===== config.mk =====
export PLATFORM = sky130hd
export DESIGN_NAME = s526_state_bank
export DESIGN_NICKNAME = d
export VERILOG_FILES = /design/src/rtl/s526_state_bank.sv
export SDC_FILE = /design/constraint.sdc
export NUM_CORES = 1
export LEC_CHECK = 0
export ABC_AREA = 1
export BUFFER_PORTS_ARGS = -buffer_cell sky130_fd_sc_hd__buf_2
export CAP_MARGIN = 10
export CORE_MARGIN = 8
export CORE_UTILIZATION = 44
export CTS_CLUSTER_SIZE = 14
export DETAILED_ROUTE_END_ITERATION = 8
export PLACE_DENSITY_LB_ADDON = 0.2
export SYNTH_ARGS = -nofsm -noshare
export SYNTH_HDL_FRONTEND = slang
export SYNTH_SLANG_ARGS = --single-unit

===== constraint.sdc =====
create_clock -name clk -period 0.8 [get_ports clk]
set_input_delay 0.12 -clock clk [delete_from_list [all_inputs] [get_ports clk]]
set_output_delay 0.12 -clock clk [all_outputs]
set_load 0.02 [all_outputs]

===== src/rtl/s526_state_bank.sv =====
// s526 present-state register bank with scan shift, hold, and an optional trace FIFO of state changes.
// Optional feature: define S526_STATE_BANK_TRACE_EN to build the 4-entry trace FIFO; otherwise trace outputs are 0.
module s526_state_bank (
  input  logic        clk,
  input  logic        rst,
  input  logic [20:0] ns_i,
  input  logic        hold_i,
  input  logic        scan_en_i,
  input  logic        scan_in_i,
  output logic        scan_out_o,
  output logic [20:0] state_o,
  output logic        trace_valid_o,
  input  logic        trace_ready_i,
  output logic [20:0] trace_data_o,
  output logic        trace_ovf_o,
  input  logic        trace_clr_i
);

  logic [20:0] state_q;

  // Scan shift beats hold, hold beats a functional load.
  always_ff @(posedge clk or posedge rst) begin
    if (rst) begin
      state_q <= '0;
    end else if (scan_en_i) begin
      state_q <= {state_q[19:0], scan_in_i};
    end else if (!hold_i) begin
      state_q <= ns_i;
    end
  end

  assign state_o    = state_q;
  assign scan_out_o = state_q[20];

`ifdef S526_STATE_BANK_TRACE_EN
  // Trace handshake: an entry transfers on any edge where trace_valid_o and
  // trace_ready_i are both high; trace_data_o is stable while valid and unpopped.
  logic [20:0] mem_q [4];
  logic [1:0]  wr_ptr_q;
  logic [1:0]  rd_ptr_q;
  logic [2:0]  count_q;
  logic        ovf_q;
  logic        push_req;
  logic        do_pop;
  logic        do_push;
  logic        full;

  assign push_req = !scan_en_i && !hold_i && (ns_i != state_q);
  assign full     = (count_q == 3'd4);
  assign do_pop   = (count_q != 3'd0) && trace_ready_i;
  // A full FIFO still takes a push when the head leaves on the same edge.
  assign do_push  = push_req && (!full || do_pop);

  always_ff @(posedge clk or posedge rst) begin
    if (rst) begin
      wr_ptr_q <= '0;
      rd_ptr_q <= '0;
      count_q  <= '0;
      ovf_q    <= 1'b0;
    end else if (trace_clr_i) begin
      wr_ptr_q <= '0;
      rd_ptr_q <= '0;
      count_q  <= '0;
      ovf_q    <= 1'b0;
    end else begin
      if (do_push) wr_ptr_q <= wr_ptr_q + 2'd1;
      if (do_pop)  rd_ptr_q <= rd_ptr_q + 2'd1;
      count_q <= count_q + {2'b00, do_push} - {2'b00, do_pop};
      if (push_req && full && !do_pop) ovf_q <= 1'b1;
    end
  end

  // Storage needs no reset: empty entries are masked on the output.
  always_ff @(posedge clk) begin
    if (do_push && !trace_clr_i) mem_q[wr_ptr_q] <= ns_i;
  end

  assign trace_valid_o = (count_q != 3'd0);
  assign trace_data_o  = trace_valid_o ? mem_q[rd_ptr_q] : 21'h0;
  assign trace_ovf_o   = ovf_q;
`else
  logic unused_trace_inputs;
  assign unused_trace_inputs = trace_ready_i ^ trace_clr_i;

  assign trace_valid_o = 1'b0;
  assign trace_data_o  = 21'h0;
  assign trace_ovf_o   = 1'b0;
`endif

endmodule


== After elaboration in Yosys (flattened, before gate mapping) ==
Cells that the tools add are included.
Operators by class
  mux-type cells: 2
  equal/unequal tests: 1
Operators by type and width (number)
  21-bit 2-to-1 mux: 2
  2-bit by 1-bit != test with 1-bit output (second input constant): 1
Word-level totals
  output and inout bits: 45
  input port bits: 28
  bits in registers: 21

== Longest topological paths before layout ==
Gate-level depths: netlist of run 1.
  word-level depth: 2
  depth in mapped cells: 6
  depth with buffers taken out: 5

== Worst setup path before layout of run 1 ==
Ideal clock, no wire load.
  path kind: reg-to-reg
  from: register state_q[0], in the netlist state_o[0]
  to: register state_q[1], in the netlist state_o[1]
  stages on the path, launching flop included: 5
  setup time: 0.117 ns
  arrival time: 0.665 ns
  setup slack: 0.018 ns
  path through: dfrtp_1 inv_1 nand2_1 nand3_1 nand2_1
On the way
  longest elaborated chain between the ends: 1
Ends and longest elaborated chain
  start: declaration: RTL line 19  | logic [20:0] state_q;
  start signal: assignment: RTL line 26  | state_q <= {state_q[19:0], scan_in_i};
  start signal: assignment: RTL line 28  | state_q <= ns_i;
  21-bit 2-to-1 mux: RTL line 25  | end else if (scan_en_i) begin
Every way passes these cells.
A chain may end at the register's enable or synchronous reset.

== Final worst setup path of run 1 ==
  from: register state_q[10], in the netlist state_o[10]
  to: output port state_o[10]
RTL lines
  end: declaration: RTL line 11  | output logic [20:0] state_o,
No word-level cell between the ends.

==> results.toml, run 1 <==
[power]
power_density_nw_per_um2 = 1630
leakage_nw = 1.21
ir_drop_mv = 1.15
total_power_mw = 3.18

[synthesis]
synth.avg_cell_area_um2 = 6.71
ys_seq_area_share_pct = 38.7
yosys_warnings = 0
synth-seq-cells = 21
synth.cell_area_um2 = 1360
synthArstFlopShare_pct = 100
yosys.cell_types.count = 11
synth_top_area_share_pct = 38.7
ys.flop_type = "dfrtp_1"
yosysMostFrequentCell = "nand2_1"
synthCells = 202
synth-edff-count = 0
synth_common_cells = "nand2_1 (81), inv_1 (41), buf_4 (26)"
synth_area_leaders = "dfrtp_1 (39%), nand2_1 (22%), buf_4 (14%), inv_1 (11%), nand3_1 (8.1%)"
yosysTopAreaCell = "dfrtp_1"

[layout]
fin_area_um2 = 1950
final_nets = 300
antennaDiodeCount = 0
layout-drive-gt1-share_pct = 36.9
largest_reg_flops = 21
area_delta_synth_final_pct = 44.0

[timing]
slew_violations = 0
hold_viol = 0
max_freq_ghz = 0.980
fin_crit_sh_pct = 128
worst_clock_skew_ns = 0.0140
setup_viol = 38
fin_ws_ns = -0.220
rsz0062_at_grt = "yes"
period_minus_slack_ns = 1.02

[detailed_routing]
ant_nets = 0
dr.pass1.iters = 4
vias = 1253
via_per_inst = 4.12
drt_iter0_drc = 27
wl_per_cell_um = 11.7
routed_wl_um = 3540
drc = 0

[clock_network]
cts_tree = "done"
numCtsBuffers = 3
clockRootBuffer = "clkbuf_4"
cts.sinks = 21
h-tree-depth = 1
ctsLongestPathBuffers = 2
clock_latency_ns = 0.32
clkTransAtPathRegs_ns = 0.13

[floorplanning]
rows = 20
io_pins = 73
start_util_pct = 45.2
die_x_um = 71.5
coreArea_um2 = 3000
die_area_um2 = 5120
die_h_um = 71.5

[worst_setup_path]
slowest_stage = "dfrtp_1"
worstSetupEndpointType = "output port"
path_buf_inv = 1
critPathRequiredTime_ns = 0.68
cp_top_family = "flip-flops"
crit_arrival_ns = 0.90
r2r_cells = 5
crit_chain = "buf_6"
crit_fanout = 3
cp-start-kind = "flip-flop"
setup.worst_path.class = "reg2out"
cp_num_cells = 1
max_stage_delay_ns = 0.44

[flow_run]
maxCapViolations = 0

[place]
post-place-ws_ns = -0.0421
placed_cell_area_um2 = 1590
dpl.hpwl_um = 2400
place.gp.congestion = 0.742
place.port_buffers = 47

[run_status]
status = "complete, but fails checks"
violations = "negative setup slack"

[min_path]
hold_path.class = "in2reg"
hold_depth = 3

[global_route]
grt_pass1_wl_um = 5630
grt_pass1_vias = 1257
grt_max_degree = 23
grt_util_all_layers_pct = 13.4
overflow = 0
antenna_found_initial = 0
per-stage QoR:
step           TNS, ns  util, %  std cells  hold slack, ns
2_1_floorplan        0        -        224          0.0965
3_3_place_gp    -0.165     53.0        282           0.145
3_5_place_dp    -0.499     53.0        282           0.151
4_1_cts          -5.27     62.2        303          0.0119
5_1_grt          -6.47     65.0        304          0.0186
6_report         -4.84     65.0        304          0.0246
cells by family (layout without fill, tap and decap cells):
family	count (synthesis)	count (layout)	synth area share [%]
simple gates	105	105	31.6
buf+inv	75	122	29.4
flops	21	21	38.7
other cells	1	23	0.276
per-layer routing:
layer	GRT usage (%)	part of all wire [%]
met4	1.36	0
met2	23.6	49
met5	0	0
met3	6.69	9.4
met1	14.6	41
layout make-up:
type	instances	area, µm²
inverter	43	161
fill	276	1050
clock inverter	1	5.00
sequential	21	526
multi-input combinational	128	534
tap	33	41.3
timing repair buffer	75	663
clock buffer	3	22.5
worst paths after layout:
kind / slack, ns / to / startpoint
max in group asynchronous: 0.30 / state_o[14] / rst
hold reg to reg: 0.54 / state_o[8] / state_o[8]
min in group asynchronous: 0.35 / state_o[5] / rst
hold / removal: 0.02 / state_o[0] / scan_in_i
setup / recovery: -0.22 / state_o[10] / state_o[10]
setup reg to reg: -0.06 / state_o[5] / state_o[4]
placed cells by master, fill, tap and decap left out, drive strengths merged:
cell type	n
buf	74
clkbuf	3
clkinv	1
conb	23
dfrtp	21
dlygate4sd3	1
inv	43
nand2	82
nand3	22
nand3b	1
repair_timing:
action                                 in CTS  in global routing
pin swaps                                   3                 21
gates resized for setup                    38                 35
hold buffers                                1                  0
cloned                                      0                  0
setup buffers                              16                  3
setup endpoints to repair                  22                 39
endpoints found under the hold margin      21                  0
power by group:
group | internal, mW | leakage, nW | switching, mW
Sequential | 1.19 | 0.246 | 0.120
Combinational | 0.646 | 0.951 | 0.681
Clock | 0.187 | 0.0177 | 0.352
Total | 2.03 | 1.21 | 1.15
worst reg2reg max path: stages (launching register included):
cell and delay (ns):
dfrtp_1 0.43, buf_4 0.15, inv_1 0.04, nand2_1 0.04, nand3_1 0.07, nand2_1 0.05
Power figures use the tool's default switching activity.
==> run 2, diff against run 1 <==
Settings changed: PLACE_DENSITY_LB_ADDON 0.2 to 0.08.
==> run 2 against run 1 <==
The run still ends with negative setup slack left. Setup slack better by 0.032 ns. Total power is essentially flat. First-iteration DRC count up 96%. Die area stayed put. Non-clock buffer count increased by 5. Clock power is 4% lower. Count of clock-buffer cells in the layout is 1 higher. Clock skew decreased by 0.013 ns. Sequential share of layout area up 0.069 points. Global-route usage is 0.26 points lower. Combinational power barely moved. Largest power group unchanged. Highest routed layer is now met4.
==> results.toml, run 2 (synthesis gave the netlist of run 1 again) <==
[run_status]
status = "complete, but fails checks"
violations = "negative setup slack"

[clock_network]
cts.sinks = 21
clkTransAtPathRegs_ns = 0.12
clock_latency_ns = 0.30
cts_tree = "done"
h-tree-depth = 1
numCtsBuffers = 3
clockRootBuffer = "clkbuf_4"
ctsLongestPathBuffers = 2

[worst_setup_path]
crit_arrival_ns = 0.87
slowest_stage = "dfrtp_1"
max_stage_delay_ns = 0.43
cp_top_family = "flip-flops"
worstSetupEndpointType = "output port"
crit_fanout = 2
crit_chain = "buf_6"
path_buf_inv = 1
setup.worst_path.class = "reg2out"
cp-start-kind = "flip-flop"
critPathRequiredTime_ns = 0.68

[detailed_routing]
drt_iter0_drc = 53
dr.pass1.iters = 4
drc = 0
via_per_inst = 4.16
wl_per_cell_um = 11.0
vias = 1284
ant_nets = 0
routed_wl_um = 3390

[power]
power_density_nw_per_um2 = 1630
comb_power_share_pct = 42.6
seqPwrFrac_pct = 41.0
leakage_nw = 1.22
p_int_mw = 2.06
swShare_pct = 35.2
ir_drop_mv = 0.955
clkPwrFrac_pct = 16.4
power_switching_mw = 1.12
total_power_mw = 3.18

[floorplanning]
die_h_um = 71.5
coreArea_um2 = 3000
io_pins = 73
start_util_pct = 45.2
die_area_um2 = 5120
die_x_um = 71.5
rows = 20

[layout]
largest_reg_flops = 21
final_common_cell = "nand2_1"
multi_input_area_um2 = 522
regArea_um2 = 526
area_delta_synth_final_pct = 43.6
fill_cells = 294
layout-drive-gt1-share_pct = 35.9
final_nets = 305
post_layout_nonfiller_instances = 309
antennaDiodeCount = 0
layout_common_cells = "nand2_1 (80), buf_6 (33), inv_1 (29)"
fin_area_um2 = 1950

[place]
placed_cell_area_um2 = 1550
place.port_buffers = 47
place_inst = 280
dpl.hpwl_um = 2340
place.gp.congestion = 0.738

[timing]
fin_ws_ns = -0.188
hold_viol = 0
slew_violations = 0
period_minus_slack_ns = 0.988
max_freq_ghz = 1.01
fin_crit_sh_pct = 124
setup_viol = 42
worst_clock_skew_ns = 0.00105
rsz0062_at_grt = "yes"

[min_path]
hold_path.class = "in2reg"

[global_route]
overflow = 0
grt_pass1_wl_um = 5610
grt_max_degree = 22
grt_util_all_layers_pct = 13.2
antenna_found_initial = 0
grt_pass1_vias = 1239

[flow_run]
maxCapViolations = 0
run 2: final timing paths:
check                       startpoint           to  depth (start not counted)  slack, ns
max in group asynchronous          rst  state_o[20]                          4       0.31
setup reg to reg           state_o[10]  state_o[11]                          6      -0.15
min in group asynchronous          rst   state_o[9]                          4       0.36
hold / removal               scan_in_i   state_o[0]                          3       0.04
setup / recovery           state_o[10]  state_o[10]                          1      -0.19
hold reg to reg             state_o[7]   state_o[7]                          3       0.62
run 2: metal layers:
| layer | track usage [%] | part of all wire (%) |
|---|---|---|
| met1 | 14.9 | 45 |
| met2 | 22.8 | 47 |
| met3 | 4.18 | 7.4 |
| met4 | 4.31 | 0.41 |
| met5 | 0 | 0 |
run 2: area by class of cell:
cell class | count | area share, %
inverter | 43 | 8.29
multi-input combinational | 128 | 26.8
tap | 33 | 2.12
clock buffer | 4 | 1.35
timing repair buffer | 80 | 34.5
sequential | 21 | 27.0
run 2: timing repair:
item | CTS | global route
pin swaps | 8 | 22
hold buffers | 1 | 0
gates resized for setup | 40 | 27
setup buffers | 19 | 5
setup endpoints to repair | 22 | 41
endpoints found under the hold margin | 21 | 0
run 2: power by group through the flow:
stage / Sequential (mW) / Clock (mW) / Combinational (mW)
detailed placement: 1.31 / 0 / 0.882
global placement: 1.32 / 0 / 0.873
floorplan: 1.47 / 0 / 0.518
CTS: 1.29 / 0.536 / 1.23
global route: 1.32 / 0.598 / 1.47
finish: 1.30 / 0.520 / 1.36
run 2: stage by stage:
| stage | worst slack (ns) | TNS [ns] | utilization, % | hold slack (ns) |
|---|---|---|---|---|
| CTS | -0.203 | -5.04 | 61.8 | 0.0286 |
| floorplan | 0.0177 | 0 | - | 0.0965 |
| detailed placement | -0.117 | -2.10 | 51.6 | 0.149 |
| global route | -0.242 | -6.97 | 64.9 | 0.0362 |
| global placement | -0.0888 | -1.62 | 51.6 | 0.149 |
| finish | -0.188 | -4.94 | 64.9 | 0.0421 |
